[config.mk]
export PLATFORM = sky130hd
export DESIGN_NAME = mem_sequencer
export DESIGN_NICKNAME = d
export VERILOG_FILES = /design/src/rtl/mem_seq_pkg.sv /design/src/rtl/mem_sequencer_handshake_timer.sv /design/src/rtl/mem_sequencer.sv
export SDC_FILE = /design/constraint.sdc
export NUM_CORES = 1
export LEC_CHECK = 0
export BUFFER_PORTS_ARGS = -buffer_cell sky130_fd_sc_hd__buf_2
export CAP_MARGIN = 15
export CORE_MARGIN = 2
export CORE_UTILIZATION = 51
export DETAILED_ROUTE_END_ITERATION = 7
export GPL_TIMING_DRIVEN = 0
export PLACE_DENSITY = 0.81
export SETUP_SLACK_MARGIN = 0.3
export SLEW_MARGIN = 5
export SYNTH_ARGS = -nofsm -noshare
export SYNTH_HDL_FRONTEND = slang
export SYNTH_HIERARCHICAL = 1
export SYNTH_SLANG_ARGS = --single-unit
[constraint.sdc]
create_clock -name clk -period 3.25 [get_ports clk]
set_input_delay 0.4875 -clock clk [delete_from_list [all_inputs] [get_ports clk]]
set_output_delay 0.4875 -clock clk [all_outputs]
set_load 0.03 [all_outputs]
[src/rtl/mem_seq_pkg.sv]
// Shared definitions for the memory access sequencer and the control unit
// that issues requests to it.
package mem_seq_pkg;

    // Sequencer states
    typedef enum logic [1:0] {
        IDLE = 2'd0,
        REQ  = 2'd1,
        ACK  = 2'd2,
        DONE = 2'd3
    } seq_state_t;

    // Encoding of the rw strobe, shared with the control unit
    localparam logic RW_READ  = 1'b1;
    localparam logic RW_WRITE = 1'b0;

    // Cycles allowed in any single handshake phase before the access is aborted
    localparam int DEFAULT_TIMEOUT = 15;

endpackage

[src/rtl/mem_sequencer_handshake_timer.sv]
// Phase timer for the MOV/MOC handshake. Counts up from zero while enabled
// and flags the last permitted cycle of a phase. It saturates there, so a
// phase that somehow stays open can never wrap back to a fresh budget.
module handshake_timer
    import mem_seq_pkg::*;
#(
    parameter int TIMEOUT = DEFAULT_TIMEOUT
) (
    input  logic clk,
    input  logic reset,
    input  logic clear,
    input  logic enable,
    output logic expired
);

    localparam int               CNT_W = $clog2(TIMEOUT + 1);
    localparam logic [CNT_W-1:0] LAST  = CNT_W'(TIMEOUT - 1);

    logic [CNT_W-1:0] count;

    // Clear takes priority; counting stops at the last cycle of the budget
    always_ff @(posedge clk) begin
        if (reset) begin
            count <= '0;
        end else if (clear) begin
            count <= '0;
        end else if (enable && !expired) begin
            count <= count + 1'b1;
        end
    end

    // Decoded from the registered count only
    assign expired = (count == LAST);

endmodule

[src/rtl/mem_sequencer.sv]
// Multi-cycle memory access sequencer. Latches one read/write request from
// the control unit into MAR/MDR, runs the four-phase MOV/MOC handshake with
// the memory port and reports completion (optionally with error on timeout).
//
// state | meaning
// ------+-------------------------------------------------------------
// IDLE  | waiting for req; moc ignored
// REQ   | mov high, waiting for moc to rise (read data captured here)
// ACK   | mov low, waiting for moc to fall
// DONE  | one-cycle done pulse, error set if either phase timed out
module mem_sequencer
    import mem_seq_pkg::*;
#(
    parameter int ADDR_W  = 32,
    parameter int DATA_W  = 32,
    parameter int TIMEOUT = DEFAULT_TIMEOUT
) (
    input  logic              clk,
    input  logic              reset,
    input  logic              req,
    input  logic              rw,
    input  logic [ADDR_W-1:0] addr,
    input  logic [DATA_W-1:0] wdata,
    output logic              busy,
    output logic              done,
    output logic              error,
    output logic [DATA_W-1:0] rdata,
    output logic [ADDR_W-1:0] mar,
    output logic [DATA_W-1:0] mdr_out,
    input  logic [DATA_W-1:0] mdr_in,
    output logic              mov,
    output logic              mem_rw,
    input  logic              moc
);

    seq_state_t        state;
    logic [DATA_W-1:0] mdr;
    logic              timer_clear;
    logic              timer_enable;
    logic              timer_expired;

    // The timer only runs while the FSM stays in a handshake phase; any
    // cycle that leaves (or is outside) a phase clears it, so every state
    // entry starts from zero.
    always_comb begin
        timer_enable = 1'b0;
        case (state)
            REQ:     timer_enable = !moc && !timer_expired;
            ACK:     timer_enable =  moc && !timer_expired;
            default: timer_enable = 1'b0;
        endcase
    end

    assign timer_clear = !timer_enable;

    handshake_timer #(
        .TIMEOUT (TIMEOUT)
    ) u_timer (
        .clk     (clk),
        .reset   (reset),
        .clear   (timer_clear),
        .enable  (timer_enable),
        .expired (timer_expired)
    );

    // Sequencer FSM with registered handshake, status and data outputs.
    // A rising moc beats an expiring timer, so a late ack is never an error.
    always_ff @(posedge clk) begin
        if (reset) begin
            state  <= IDLE;
            mov    <= 1'b0;
            mem_rw <= 1'b0;
            busy   <= 1'b0;
            done   <= 1'b0;
            error  <= 1'b0;
            mar    <= '0;
            mdr    <= '0;
            rdata  <= '0;
        end else begin
            case (state)
                IDLE: begin
                    if (req) begin
                        mar    <= addr;
                        mdr    <= wdata;
                        mem_rw <= rw;
                        mov    <= 1'b1;
                        busy   <= 1'b1;
                        state  <= REQ;
                    end
                end
                REQ: begin
                    if (moc) begin
                        if (mem_rw == RW_READ) begin
                            mdr   <= mdr_in;
                            rdata <= mdr_in;
                        end
                        mov   <= 1'b0;
                        state <= ACK;
                    end else if (timer_expired) begin
                        mov   <= 1'b0;
                        done  <= 1'b1;
                        error <= 1'b1;
                        state <= DONE;
                    end
                end
                ACK: begin
                    if (!moc) begin
                        done  <= 1'b1;
                        state <= DONE;
                    end else if (timer_expired) begin
                        done  <= 1'b1;
                        error <= 1'b1;
                        state <= DONE;
                    end
                end
                DONE: begin
                    done  <= 1'b0;
                    error <= 1'b0;
                    busy  <= 1'b0;
                    state <= IDLE;
                end
                default: begin
                    state <= IDLE;
                end
            endcase
        end
    end

    assign mdr_out = mdr;

endmodule

After elaboration in Yosys (flattened, before gate mapping)
Cells that the tools add are included.
{"block": "op_classes", "n_mux": 23, "eq_ne": 10, "bitwise_logic": 1, "n_addsub": 1, "reduce_logical": 17}
{"cell": "$mux W32", "n": 3}
{"cell": "$pmux W32 S2", "n": 1}
{"cell": "$ne A2 B2 Y1 const B", "n": 5}
{"cell": "$mux W1", "n": 9}
{"cell": "$reduce_and A3 Y1", "n": 3}
{"cell": "$mux W2", "n": 4}
{"cell": "$pmux W2 S4", "n": 1}
{"cell": "$pmux W1 S2", "n": 3}
{"cell": "$pmux W1 S3", "n": 2}
{"cell": "$reduce_and A2 Y1", "n": 3}
{"cell": "$add A4 B1 Y4 const B", "n": 1}
{"cell": "$eq A2 B2 Y1 const B", "n": 2}
{"cell": "$eq A4 B4 Y1 const B", "n": 1}
{"cell": "$reduce_and A4 Y1", "n": 1}
{"cell": "$reduce_bool A2 Y1", "n": 2}
{"cell": "$logic_and A1 B1 Y1", "n": 3}
{"cell": "$ne A3 B2 Y1 const B", "n": 1}
{"cell": "$reduce_bool A3 Y1", "n": 1}
{"cell": "$eq A2 B1 Y1 const B", "n": 1}
{"cell": "$logic_not A1 Y1", "n": 2}
{"cell": "$logic_not A2 Y1", "n": 1}
{"cell": "$reduce_or A2 Y1", "n": 1}
{"cell": "$not A1 Y1", "n": 1}
{"block": "totals", "elab_cells": 62, "inputBits": 101, "reg_bits": 107, "output_inout_bits": 101}

Longest topological paths before layout
{"block": "logic_depth", "ltp_word": 6, "mapped_depth": 9, "ltp_nobuf": 9}

By module
The synthesis kept the hierarchy.
{"mod": "mem_sequencer", "area_per_inst_um2": 4465.5, "n_inst": 1, "cells_each": 518, "seq_area_each_um2": 2062.0}
{"mod": "handshake_timer", "area_per_inst_um2": 216.5, "n_inst": 1, "cells_each": 24, "seq_area_each_um2": 80.1}

Least setup slack after synthesis
OpenSTA, ideal clock, no wires.
{"block": "synth_path", "path_kind": "register to register", "start": "reg state[0]", "end": "reg mdr[10] (netlist: mdr_out[10])", "path_buffers": 3, "slack_ns": 1.348, "t_arrival_ns": 1.820, "t_required_ns": 3.169, "path_stages_with_launch": 9, "synth_period_minus_slack_ns": 1.902, "setup_ns": 0.081, "path_cell_list": "dfxtp_1 -> inv_1 -> ha_1 -> nor2b_1 -> buf_6 -> or3_1 -> buf_2 -> buf_6 -> a211oi_2"}
{"block": "synth_via", "elab_chain_len": 3, "word_cells_on_any_way": 8, "cone_classes": "eq/ne: 4; mux: 1; reduce/logical: 3"}
{"item": "from (decl)", "line": "mem_sequencer.sv:36", "source": "seq_state_t state;"}
{"item": "from (signal assigned)", "line": "mem_sequencer.sv:70", "source": "state <= IDLE;"}
{"item": "from (signal assigned)", "line": "mem_sequencer.sv:88", "source": "state <= REQ;"}
{"item": "from (signal assigned)", "line": "mem_sequencer.sv:98", "source": "state <= ACK;"}
{"item": "$eq A2 B1 Y1 / $logic_not A2 Y1 (equally long branches)", "line": "mem_sequencer.sv:80", "source": "case (state)"}
{"item": "$ne A2 B2 Y1 (no source line) / $reduce_bool A2 Y1 (equally long branches)"}
{"item": "$reduce_and A4 Y1 (no source line)"}
{"item": "to (signal assigned)", "line": "mem_sequencer.sv:84", "source": "mdr <= wdata;"}
{"item": "to (signal assigned)", "line": "mem_sequencer.sv:94", "source": "mdr <= mdr_in;"}
{"item": "to (decl)", "line": "mem_sequencer.sv:37", "source": "logic [DATA_W-1:0] mdr;"}
Several ways; a longest one is shown, not always the timed one.
A chain may end at the register's enable or synchronous reset.

Worst setup path after layout
{"block": "layout_path", "start": "reg state[1]", "end": "reg rdata[11]"}
{"block": "layout_via", "elab_chain_len": 2}
{"item": "$eq A2 B1 Y1", "line": "mem_sequencer.sv:80"}
{"item": "$reduce_and A3 Y1 (no source line)"}
{"item": "to (signal assigned)", "line": "mem_sequencer.sv:95", "source": "rdata <= mdr_in;"}
{"item": "to (decl)", "line": "mem_sequencer.sv:27", "source": "output logic [DATA_W-1:0] rdata,"}
No other way between the ends.

==> impl_summary.txt <==
----------------------------------------------------
[Setup path]
  Path depth of the worst reg2reg path ... 8
  Critical setup path kind ... reg2reg
  Largest fanout on the critical path ... 10
  Arrival time of data at the critical path endpoint ... about 2.6 ns
  Endpoint of the worst register-to-register path ... rdata[11]
  Type of destination of the critical path ... flop
  Slack of the worst reg-to-reg path ... approximately 0.9 ns
  Endpoint required time on the critical path ... approximately 3.5 ns
  Startpoint class of the critical path ... flop
  Worst R2R Start ... state[1]

[Clock tree]
  Maximum number of buffers from clock root to sink ... 2
  CTS Root Buffer Type ... sky130_fd_sc_hd__clkbuf_8
  Register clock-pin slew on the reported worst setup and hold paths ... roughly 0.090 ns
  Clock insertion delay at the later pin of the skew report ... around 0.37 ns
  Hold buffer count at cts ... 0
  Post-CTS Setup Inserts ... 0
  H-Tree Level Count ... 3
  Quantity of gates resized following cts ... 0
  CTS tree ... built
  Clock tree sinks ... about 110
  Num CTS Buffers ... 9

[Placement]
  Total half-perimeter wirelength after legalization and detailed placement ... between 10 and 15 mm
  GPL Wtd Cong ... between 0.9 and 1
  Pre-CTS setup slack ... between 0.9 and 1 ns
  Count of input and output buffers ... 200
  Placement Cell Area ... approximately 0.0058 sq mm

[Global route]
  Wire length of the first global-routing pass ... 20.8 mm
  Total congestion overflow after global routing ... 0
  All-layer global routing usage ... 26.0%
  Antenna violations before repair ... 0
  Number of global-route vias before repair ... approximately 4500
  Largest net degree at the start of global routing ... 18

[Timing]
  Setup total negative slack ... 0 ns
  Final setup violation count ... 0
  Min Clock Period, post-route ... ~2.3 ns
  Final cycle utilization of the critical path ... between 70% and 80%
  Worst hold slack across all endpoints ... 0.335 ns
  Final-report hold violation count ... 0
  Max-Slew Margin vs Limit ... 54.3%
  Slack of the critical path ... around 0.91 ns
  Max Clock Skew ... 0.0183 ns
  Maximum clock frequency ... around 430 MHz
  Transition at the pin with the smallest max-transition slack ... about 0.69 ns
  Max-slew violation count ... 0
  Unrepaired setup endpoints after global routing ... false

[Synth]
  Synth Area in Compound Gates ... a little under a fifth
  Post-synthesis sequential area ratio ... a little under half
  Mux cell area share after synthesis ... slightly above 8%
  Leading register cell type out of synthesis ... sky130_fd_sc_hd__dfxtp_1
  Number of enable-type register cells in the synthesized netlist ... 0
  Share of flip-flops with an asynchronous set or reset after synthesis ... 0%
  Number of instances in the synthesized netlist ... approximately 540
  Net count after synthesis ... 650
  Synthesis-stage register bit count ... ~110
  Basic-gate share of the synthesized area counting and, or, nand and nor cells ... between 15 and 20%
  Post-synthesis xor/xnor area fraction ... 0.187%
  Cell variety after synth ... 40
  Warnings from Yosys ... 6
  Syn avg cell area ... 8.64 sq um
  Post-Synth Adder-Cell Area ... under 10%
  Combinational family with the most area after synthesis ... compound AO/OA/AOI/OAI gates
  Netlist area before placement ... about 0.0047 sq mm

[Die]
  Horiz. Die Dim ... 99.8 microns
  Total die area ... approximately 0.010 sq mm
  Core footprint ... 0.00881 sq mm
  Starting Density ... 53.2%
  Number of ports placed on the die boundary ... 202
  Vertical extent of the die ... between 90 and 100 microns
  Site Rows ... 34

[Finish]
  Number of nets in the final layout ... between 800 and 900
  Count of filler cells inserted in the layout ... 731
  Area of combinational cells with multiple inputs ... around 0.0022 sq mm
  Fraction of layout instances using a drive strength above 1 ... roughly 36%
  Number of antenna cells inserted ... 0
  Area of all placed cells without fillers ... ~0.0060 sq mm
  Area growth syn-to-layout ... 28.3%
  Flip-flop and latch area ... between 0.002 and 0.0025 sq mm

[Detailed routing]
  Vias post-DR ... around 4600
  Vias per inst ... roughly 5.3
  Detailed Routing Iterations Pass 1 ... 5
  Wire length per cell after detailed routing ... around 15 microns
  First DRT Iteration DRCs ... 111
  Antenna Nets Post-Route ... 0
  Drc violations ... 0
  Post-detailed-routing wire length ... about 13 mm

[Power]
  Overall power ... 3.19 mW
  Maximum vdd drop ... around 0.3 mV
  Static leakage ... 2.64 nW
  Power Dens Cells ... ~530 mW/mm^2

[Status]
  Status ... finished, final reports clean

[Worst hold path]
  Hold_sp ... reset
  Path type of the worst min-delay path ... in2reg
  WHS Path Cells ... 2
  Hold path endpoint ... u_timer/count[2]

[Flow run]
  Max_cap viols ... 0

----------------------------------------------------
[cell usage in the layout (no fill, tap or decap), types with 11 or more instances in the layout]
cell	n
sky130_fd_sc_hd__a21oi_1	72
sky130_fd_sc_hd__mux2_2	12
sky130_fd_sc_hd__clkbuf_1	34
sky130_fd_sc_hd__clkbuf_8	11
sky130_fd_sc_hd__a211oi_2	30
sky130_fd_sc_hd__dfxtp_1	107
sky130_fd_sc_hd__nor4_1	32
sky130_fd_sc_hd__buf_2	206
sky130_fd_sc_hd__mux2_1	21
sky130_fd_sc_hd__inv_1	38
sky130_fd_sc_hd__nand2_1	133
[report_power, final]
group	switching, mW	internal (mW)
Sequential	0.0610	1.42
Clock	0.449	0.327
Combinational	0.605	0.323
[registers in the layout, summed over array words and instances, names as in the netlist]
signal	count
u_timer/count	4
mar	32
mdr_out	32
busy	1
mem_rw	1
done	1
state	2
error	1
rdata	32
mov	1
[per-layer routing]
layer	wire length (microns)	vias up	share of wire (%)	GRT usage, %
li1	-	2264	-	-
met1	5420	2094	41	31.2
met2	6400	191	49	45.8
met3	999	21	7.6	6.62
met4	267	0	2.0	8.32
met5	0	-	0	0
[critical path, stage by stage (launching register included)]
cell                       delay [ns]
sky130_fd_sc_hd__dfxtp_1         0.36
sky130_fd_sc_hd__inv_1           0.13
sky130_fd_sc_hd__ha_1            0.15
sky130_fd_sc_hd__buf_2           0.17
sky130_fd_sc_hd__clkbuf_1        0.43
sky130_fd_sc_hd__nand3_1         0.39
sky130_fd_sc_hd__clkbuf_1        0.34
sky130_fd_sc_hd__nand2_1         0.15
sky130_fd_sc_hd__a21oi_1         0.07
[layout make-up]
cell class                 count  share of cell area (%)
tap                          108                    2.25
timing repair buffer         200                    16.7
buffer                        47                    3.62
clock inverter                 4                   0.562
inverter                      39                    2.44
sequential                   107                    35.7
multi-input combinational    349                    36.2
clock buffer                  12                    2.58
[synthesized netlist by cell type (all sizes together), types with 2 or more instances]
cell / instances / area [sq um]
ha: 7 / 87.6
a21oi: 72 / 360
dfxtp: 107 / 2140
mux2: 33 / 372
o21ai: 5 / 25.0
a211oi: 35 / 413
nand3: 4 / 25.0
nand2: 133 / 499
nor2b: 4 / 25.0
o41ai: 2 / 17.5
nor4: 33 / 213
nor2: 6 / 25.0
clkbuf: 33 / 124
inv: 39 / 146
buf: 14 / 93.8
[stage by stage]
step	cells	util (%)
6_report	866	68.2
5_1_grt	866	68.2
4_1_cts	866	68.2
3_5_place_dp	850	66.1
3_3_place_gp	850	66.1
2_1_floorplan	542	-
[logic make-up (layout without fill, tap and decap cells)]
group,Yosys count,count (layout)
buffers and inverters,86,302
muxes,34,34
DFF,107,107
xor gates and xnor gates,1,1
adders and majority gates,7,7
and+or+nand+nor,185,185
AOI/OAI and AO/OA,122,122
[worst max path at each step]
stage / startpoint / to / slack [ns] / depth (start not counted)
finish: state[1] / rdata[11] / 0.91 / 8
global route: state[1] / rdata[18] / 0.73 / 8
CTS: state[1] / rdata[28] / 0.92 / 8
detailed placement: state[1] / rdata[28] / 0.93 / 8
global placement: state[1] / rdata[14] / 0.98 / 8
floorplan: state[0] / mdr_out[10] / 1.35 / 8
Power figures use the tool's default switching activity.
